File: src/rtl/energy_best_tracker.sv
// Running-minimum tracker over the energy_monitor output stream.
// Keeps the lowest energy and its spin vector per run and presents them once a stall or sample budget ends the run.
module energy_best_tracker #(
    parameter int ENERGY_TOTAL_BIT = 32,
    parameter int NUM_SPIN         = 256,
    parameter int COUNT_BIT        = 16
) (
    input  logic                        clk_i,
    input  logic                        rst_ni,
    input  logic                        en_i,
    input  logic                        clear_i,
    input  logic [COUNT_BIT-1:0]        stall_limit_i,
    input  logic [COUNT_BIT-1:0]        max_samples_i,
    input  logic                        energy_valid_i,
    output logic                        energy_ready_o,
    input  logic [ENERGY_TOTAL_BIT-1:0] energy_i,
    input  logic [NUM_SPIN-1:0]         spin_i,
    output logic                        best_valid_o,
    output logic [ENERGY_TOTAL_BIT-1:0] best_energy_o,
    output logic [NUM_SPIN-1:0]         best_spin_o,
    output logic [COUNT_BIT-1:0]        sample_count_o,
    output logic [COUNT_BIT-1:0]        stall_count_o,
    output logic                        improved_o,
    output logic                        result_valid_o,
    input  logic                        result_ready_i
);

    typedef enum logic [1:0] {EMPTY, TRACK, DONE} state_t;

    localparam logic [COUNT_BIT-1:0] CNT_ONE = COUNT_BIT'(1);

    state_t                      r_state, w_state_next;
    logic                        r_best_valid, w_best_valid_next;
    logic [ENERGY_TOTAL_BIT-1:0] r_best_energy, w_best_energy_next;
    logic [NUM_SPIN-1:0]         r_best_spin, w_best_spin_next;
    logic [COUNT_BIT-1:0]        r_sample_cnt, w_sample_cnt_next;
    logic [COUNT_BIT-1:0]        r_stall_cnt, w_stall_cnt_next;
    logic                        r_improved, w_improved_next;
    logic                        w_accept, w_better, w_done_hit;
    logic [COUNT_BIT-1:0]        w_sample_inc, w_stall_inc;

    // rst_ni in the path keeps ready low while reset is held, whatever en_i does
    assign energy_ready_o = rst_ni && en_i && !clear_i && (r_state != DONE);
    assign w_accept       = energy_valid_i && energy_ready_o;
    assign w_better       = (r_state == EMPTY) ||
                            ($signed(energy_i) < $signed(r_best_energy));
    assign w_sample_inc   = (r_sample_cnt == '1) ? r_sample_cnt : r_sample_cnt + CNT_ONE;
    assign w_stall_inc    = (r_stall_cnt  == '1) ? r_stall_cnt  : r_stall_cnt  + CNT_ONE;

    always_comb begin
        w_state_next       = r_state;
        w_best_valid_next  = r_best_valid;
        w_best_energy_next = r_best_energy;
        w_best_spin_next   = r_best_spin;
        w_sample_cnt_next  = r_sample_cnt;
        w_stall_cnt_next   = r_stall_cnt;
        w_improved_next    = 1'b0;
        w_done_hit         = 1'b0;

        if (clear_i || (en_i && r_state == DONE && result_ready_i)) begin
            w_state_next       = EMPTY;
            w_best_valid_next  = 1'b0;
            w_best_energy_next = '0;
            w_best_spin_next   = '0;
            w_sample_cnt_next  = '0;
            w_stall_cnt_next   = '0;
        end else if (w_accept) begin
            w_best_valid_next = 1'b1;
            w_sample_cnt_next = (r_state == EMPTY) ? CNT_ONE : w_sample_inc;
            if (w_better) begin
                w_best_energy_next = energy_i;
                w_best_spin_next   = spin_i;
                w_stall_cnt_next   = '0;
                w_improved_next    = 1'b1;
            end else begin
                w_stall_cnt_next   = w_stall_inc;
            end
            // limits are judged against the values this acceptance produces
            w_done_hit = ((stall_limit_i != '0) && (w_stall_cnt_next  == stall_limit_i)) ||
                         ((max_samples_i != '0) && (w_sample_cnt_next == max_samples_i));
            w_state_next = w_done_hit ? DONE : TRACK;
        end
    end

    always_ff @(posedge clk_i or negedge rst_ni) begin
        if (!rst_ni) begin
            r_state       <= EMPTY;
            r_best_valid  <= 1'b0;
            r_best_energy <= '0;
            r_best_spin   <= '0;
            r_sample_cnt  <= '0;
            r_stall_cnt   <= '0;
            r_improved    <= 1'b0;
        end else begin
            r_state       <= w_state_next;
            r_best_valid  <= w_best_valid_next;
            r_best_energy <= w_best_energy_next;
            r_best_spin   <= w_best_spin_next;
            r_sample_cnt  <= w_sample_cnt_next;
            r_stall_cnt   <= w_stall_cnt_next;
            r_improved    <= w_improved_next;
        end
    end

    assign best_valid_o   = r_best_valid;
    assign best_energy_o  = r_best_energy;
    assign best_spin_o    = r_best_spin;
    assign sample_count_o = r_sample_cnt;
    assign stall_count_o  = r_stall_cnt;
    assign improved_o     = r_improved;
    assign result_valid_o = en_i && (r_state == DONE);

endmodule

File: config.mk
export PLATFORM = sky130hd
export DESIGN_NAME = energy_best_tracker
export DESIGN_NICKNAME = d
export VERILOG_FILES = /design/src/rtl/energy_best_tracker.sv
export SDC_FILE = /design/constraint.sdc
export NUM_CORES = 1
export LEC_CHECK = 0
export ABC_CLOCK_PERIOD_IN_PS = 5400
export BUFFER_PORTS_ARGS = -buffer_cell sky130_fd_sc_hd__clkbuf_2
export CAP_MARGIN = 20
export CORE_AREA = 2 2 256 258
export DETAILED_ROUTE_END_ITERATION = 16
export DIE_AREA = 0 0 258 260
export SETUP_SLACK_MARGIN = 0.2
export SLEW_MARGIN = 20
export SYNTH_ARGS = -nofsm -noshare
export SYNTH_HDL_FRONTEND = slang
export SYNTH_SLANG_ARGS = --single-unit
File: constraint.sdc
create_clock -name clk_i -period 5.4 [get_ports clk_i]
set_input_delay 1.35 -clock clk_i [delete_from_list [all_inputs] [get_ports clk_i]]
set_output_delay 1.35 -clock clk_i [all_outputs]
set_load 0.005 [all_outputs]
# ---- Yosys cells after proc, flatten, opt, wreduce, memory -nomap -nowiden
# Cells that the tools add are included.
dict set report totals {
  latchBits 0
  ramBits 0
  romBits 0
  memories 0
  out_inout_bits 324
  inputBits 326
  reg_bits 324
  elab_cells 58
}
dict set report classes {
  n_reduce_logical 18
  shifts 0
  n_lt_le_gt_ge 1
  div_mod_pow 0
  bitwise_logic 0
  eq_ne 6
  n_mul 0
  add_sub_neg 2
  n_mux 24
}
# operator count
set ops {}
lappend ops {{$mux W256} 3}
lappend ops {{$mux W16} 10}
lappend ops {{$mux W32} 3}
lappend ops {{$add A16 B1 Y16 const B} 2}
lappend ops {{$eq A16 B16 Y1} 2}
lappend ops {{$eq A16 B16 Y1 const B} 2}
lappend ops {{$lt A32 B32 Y1} 1}
lappend ops {{$reduce_bool A16 Y1} 2}
lappend ops {{$logic_and A1 B1 Y1} 8}
lappend ops {{$mux W2} 3}
lappend ops {{$mux W1} 5}
lappend ops {{$reduce_bool A2 Y1} 2}
lappend ops {{$logic_or A1 B1 Y1} 3}
lappend ops {{$eq A2 B2 Y1 const B} 1}
lappend ops {{$logic_not A2 Y1} 1}
lappend ops {{$ne A2 B2 Y1 const B} 1}
lappend ops {{$reduce_and A2 Y1} 1}
lappend ops {{$logic_not A1 Y1} 1}

# ---- Logic depth before layout (Yosys ltp)
dict set report depth {
  word_depth 12
  mapped_depth 14
}

# ---- Worst setup path before layout
# No wires, ideal clock.
dict set report synth_timing {
  kind {input to register}
  start {input port energy_i[31]}
  end {register r_best_energy[30] (netlist: best_energy_o[30])}
  t_arrival_ps 3557
  slack_ps 1710
  stages 12
  path_buffers 3
  path_cell_list {ha_1 buf_6 nand4_1 nor4_1 a22oi_1 a21o_1 o211ai_1 nand2_1 inv_2 clkbuf_1 clkbuf_1 o31ai_1}
}
dict set report synth_via {
  elab_chain_len 4
}
# element line_no
set synth_lines {}
lappend synth_lines {{from (decl)} 16} ;# input logic [ENERGY_TOTAL_BIT-1:0] energy_i,
lappend synth_lines {{$lt A32 B32 Y1} 46} ;# ($signed(energy_i) < $signed(r_best_energy));
lappend synth_lines {{$logic_or A1 B1 Y1} 45} ;# assign w_better = (r_state == EMPTY) ||
lappend synth_lines {{$reduce_bool A2 Y1 (no line)} -}
lappend synth_lines {{$reduce_and A2 Y1 (no line)} -}
lappend synth_lines {{to (signal assigned)} 97} ;# r_best_energy <= w_best_energy_next;
lappend synth_lines {{to (decl)} 34} ;# logic [ENERGY_TOTAL_BIT-1:0] r_best_energy, w_best_energy_next;
# Every way passes these cells.
# A chain may end at the register's enable or synchronous reset.

# ---- Final worst setup path
dict set report layout_timing {
  start {input port energy_i[31]}
  end {register r_best_spin[168] (netlist: best_spin_o[168])}
}
dict set report layout_via {
  elab_chain_len 4
}
# element line_no
set layout_lines {}
lappend layout_lines {{$lt A32 B32 Y1} 46}
lappend layout_lines {{$logic_or A1 B1 Y1} 45}
lappend layout_lines {{$reduce_bool A2 Y1 (no line)} -}
lappend layout_lines {{$reduce_and A2 Y1 (no line)} -}
lappend layout_lines {{to (signal assigned)} 98} ;# r_best_spin <= w_best_spin_next;
lappend layout_lines {{to (decl)} 35} ;# logic [NUM_SPIN-1:0] r_best_spin, w_best_spin_next;
# Every way passes these cells.

==> impl_metrics.json <==
{
  "synthesis.area_mm2": 0.0156,
  "first_pass_iters": 5,
  "area_growth_pct": 34.2,
  "cap_violations": 0,
  "tightest_slew_ps": 989,
  "vias": 15329,
  "die_area_mm2": 0.0671,
  "setup_viol": 0,
  "drc": 0,
  "place.port_buffers": 649,
  "crit_cells": 11,
  "synth-xor-area-share_pct": 1.24,
  "postSynthCellCount": 1807,
  "die_h_um": 260,
  "clkTransAtPathRegs_ps": 60,
  "groute.usage.overall_pct": 16.8,
  "peakVddDrop_mv": 0.159,
  "synthSimpleGateAreaFrac_pct": 29.7,
  "synth_top_area_cell": "dfrtp_1",
  "cts_sinks": 324,
  "required_ps": 5900,
  "r2r_slack_ps": 1410,
  "timing.final.hold_violations": 0,
  "num_io_pins": 650,
  "synth-adder-area-share_pct": 2.65,
  "finalWirelength_mm": 59.1,
  "synth_compound_area_share_pct": 9.32,
  "cts_resized": 0,
  "critPathBufInv": 2,
  "yosysSeqAreaShare_pct": 52.0,
  "power_density_mw_per_mm2": 275,
  "core_mm2": 0.0641,
  "numCtsBuffers": 40,
  "cts_tree": "built",
  "rr_worst_depth": 11,
  "crit_type": "in -> reg",
  "cp_common_cell": "nand2_1",
  "fin_crit_ps": 4460,
  "synth-edff-count": 0,
  "synth_top_family_by_area": "simple AND/OR/NAND/NOR gates",
  "crit_start": "energy_i[31]",
  "skew_ps": 16.5,
  "cp_top_family": "simple AND/OR/NAND/NOR gates",
  "rows": 93,
  "clk_path_buf_depth": 3,
  "crit_chain": "clkbuf_2, ha_1, nand4_1, nor4_1, nand2_1, a31oi_4, o211ai_1, nand2_4, buf_12, nand3_1, nand2_1",
  "slew_headroom_pct": 34.1,
  "worstHoldPathType": "reg -> reg",
  "status": "complete, no violations",
  "place_inst": 3211,
  "synth_cell_type_count": 80,
  "synth.top_cell.area_share_pct": 52.0,
  "synthTopCellsByArea": "dfrtp_1 52%, nand2_1 15%, nand3_1 9.0%",
  "endpoint": "best_spin_o[168]",
  "cp_slowest_cell": "ha_1",
  "timing.fmax_mhz": 224,
  "rsz0062_at_grt": "false",
  "place_congestion": 0.890,
  "avgSynthCellArea_um2": 8.62,
  "synth_warnings": 0,
  "clk_latency_ps": 560,
  "min_period_over_period_pct": 82.5,
  "synth_seq_cells": 324,
  "final_antenna_net_count": 0,
  "cts-root-buf": "clkbuf_16",
  "die_w_um": 258,
  "drtIter0Drc": 938,
  "whs_ps": 491,
  "p_leak_nw": 11.3,
  "via_per_inst": 4.67,
  "grt_pass1_wl_mm": 88.8,
  "hp-start": "best_spin_o[136]",
  "layoutNonFillerInstCount": 3281,
  "routedWlPerCell_um": 18.0,
  "cts_hold_buffers": 0,
  "grt_overflow": 0,
  "r2r_start": "best_energy_o[31]",
  "async_flop_share_pct": 100,
  "htree_levels": 2,
  "ys.flop_type": "dfrtp_1",
  "slowest_delay_ps": 570,
  "initial_core_util_pct": 24.3,
  "synth_nets": 2166,
  "utilization_pct": 32.6,
  "post-cts-setup-buffers": 0,
  "drv_slew": 0,
  "r2r-end": "best_spin_o[168]",
  "hpwl_mm": 42.5,
  "drive_gt1_share_pct": 31.3,
  "antenna_found_initial": 2,
  "fin_setup_tns_ps": 0,
  "grt_max_degree": 153,
  "critPathLaunchType": "primary input",
  "cp-end-kind": "flop",
  "crit_arrival_ps": 4960,
  "grt_pass1_vias": 15058,
  "path_max_fanout": 152,
  "synthMuxAreaShare_pct": 0.651,
  "nets": 2757
}
-- sequential cells by signal, summed over array words and instances (netlist names) --
| name | count |
|---|---|
| best_energy_o | 32 |
| best_spin_o | 256 |
| best_valid_o | 1 |
| improved_o | 1 |
| r_state | 2 |
| sample_count_o | 16 |
| stall_count_o | 16 |
-- layout make-up --
cell class	count	area [um2]
diodes	1	2.50
clock buffers	55	1120
multi-input cells	1320	6800
inverters	40	158
repair buffers	672	3520
fillers	6722	43200
flip-flops and latches	324	8110
well taps	855	1070
clock inverters	14	134
-- where the power goes --
part	switching [mW]	internal [mW]	total (mW)	leakage, nW
Combinational	0.344	0.225	0.569	6.21
Clock	1.12	1.50	2.62	0.614
Sequential	0.0447	2.51	2.55	4.46
Total	1.51	4.23	5.74	11.3
-- synth_stat cells (3+ instances only) --
| cell type | number |
|---|---|
| a31oi_1 | 8 |
| o22ai_1 | 9 |
| a2111oi_0 | 3 |
| o2bb2ai_1 | 3 |
| xnor2_1 | 13 |
| inv_1 | 39 |
| nand4_1 | 17 |
| a211o_1 | 3 |
| o21a_1 | 5 |
| ha_1 | 33 |
| nor2_1 | 49 |
| nor3b_1 | 3 |
| buf_6 | 3 |
| nor4_1 | 13 |
| clkbuf_1 | 89 |
| a32o_1 | 3 |
| buf_2 | 16 |
| xor2_1 | 9 |
| nor3_1 | 18 |
| a22o_1 | 6 |
| a21o_1 | 5 |
| nand2_1 | 606 |
| and4_1 | 4 |
| a211oi_1 | 4 |
| o21ai_0 | 55 |
| nor4b_1 | 3 |
| mux2i_1 | 9 |
| a21oi_1 | 39 |
| nand3_1 | 280 |
| a41oi_1 | 4 |
| or2_2 | 3 |
| nand2b_1 | 4 |
| and3_1 | 3 |
| o31ai_1 | 36 |
| nor2b_1 | 6 |
| buf_1 | 9 |
| or3_1 | 3 |
| o2111ai_1 | 5 |
| dfrtp_1 | 324 |
| and2_1 | 5 |
| o211ai_1 | 6 |
-- how the worst min path moves through the flow --
stage	end	slack, ps	cells after the start
finish	best_spin_o[136]	490	2
global placement	best_spin_o[21]	480	2
global route	best_spin_o[157]	520	2
CTS	best_spin_o[208]	500	2
floorplan	best_valid_o	490	2
detailed placement	best_spin_o[33]	480	2
-- logic make-up after synthesis --
family | Yosys count
AOI/OAI and AO/OA | 216
xor gates and xnor gates | 22
adders and majority gates | 33
buffers and inverters | 163
DFF | 324
muxes | 10
and+or+nand+nor | 1039
-- worst reg2reg max path: stages, from the launching register on --
cell,delay [ps]
dfrtp_1,370
inv_1,70
ha_1,570
nand4_1,230
nor4_1,490
nand2_1,250
a31oi_4,380
o211ai_1,230
nand2_4,290
buf_12,410
nand3_1,540
nand2_1,120
-- routing by layer --
metal	up-vias	part of all wire, %	GRT usage (%)
met5	-	0.022	0
met4	2	3.6	6.05
met3	111	7.7	4.59
met2	604	49	28.3
met1	7277	40	20.4
li1	7335	-	-
-- through the flow --
stage / total power [mW] / setup WS, ps / instance area, um2
after floorplan: 2.81 / 1710 / 15600
after global placement: 3.17 / 720 / 19700
after detailed placement: 3.17 / 468 / 19700
after CTS: 5.85 / 1080 / 20900
after global routing: 6.01 / 632 / 20900
final: 5.74 / 944 / 20900
-- cell usage in the layout, fill, tap and decap left out, drive strengths merged, types with 4 or more instances in the layout --
cell,n
a2111oi,4
a211oi,4
a21o,5
a21oi,40
a22o,6
a31oi,9
a41oi,4
and2,6
and3,5
and4,4
buf,24
clkbuf,703
clkinv,8
dfrtp,324
ha,33
inv,43
mux2i,9
nand2,606
nand2b,4
nand3,281
nand4,20
nor2,49
nor2b,6
nor3,20
nor4,16
nor4b,5
o2111ai,5
o211ai,6
o21a,5
o21ai,55
o22ai,9
o31ai,36
or3,4
xnor2,13
xor2,9
Note: power is estimated with default switching activity, not from simulation.
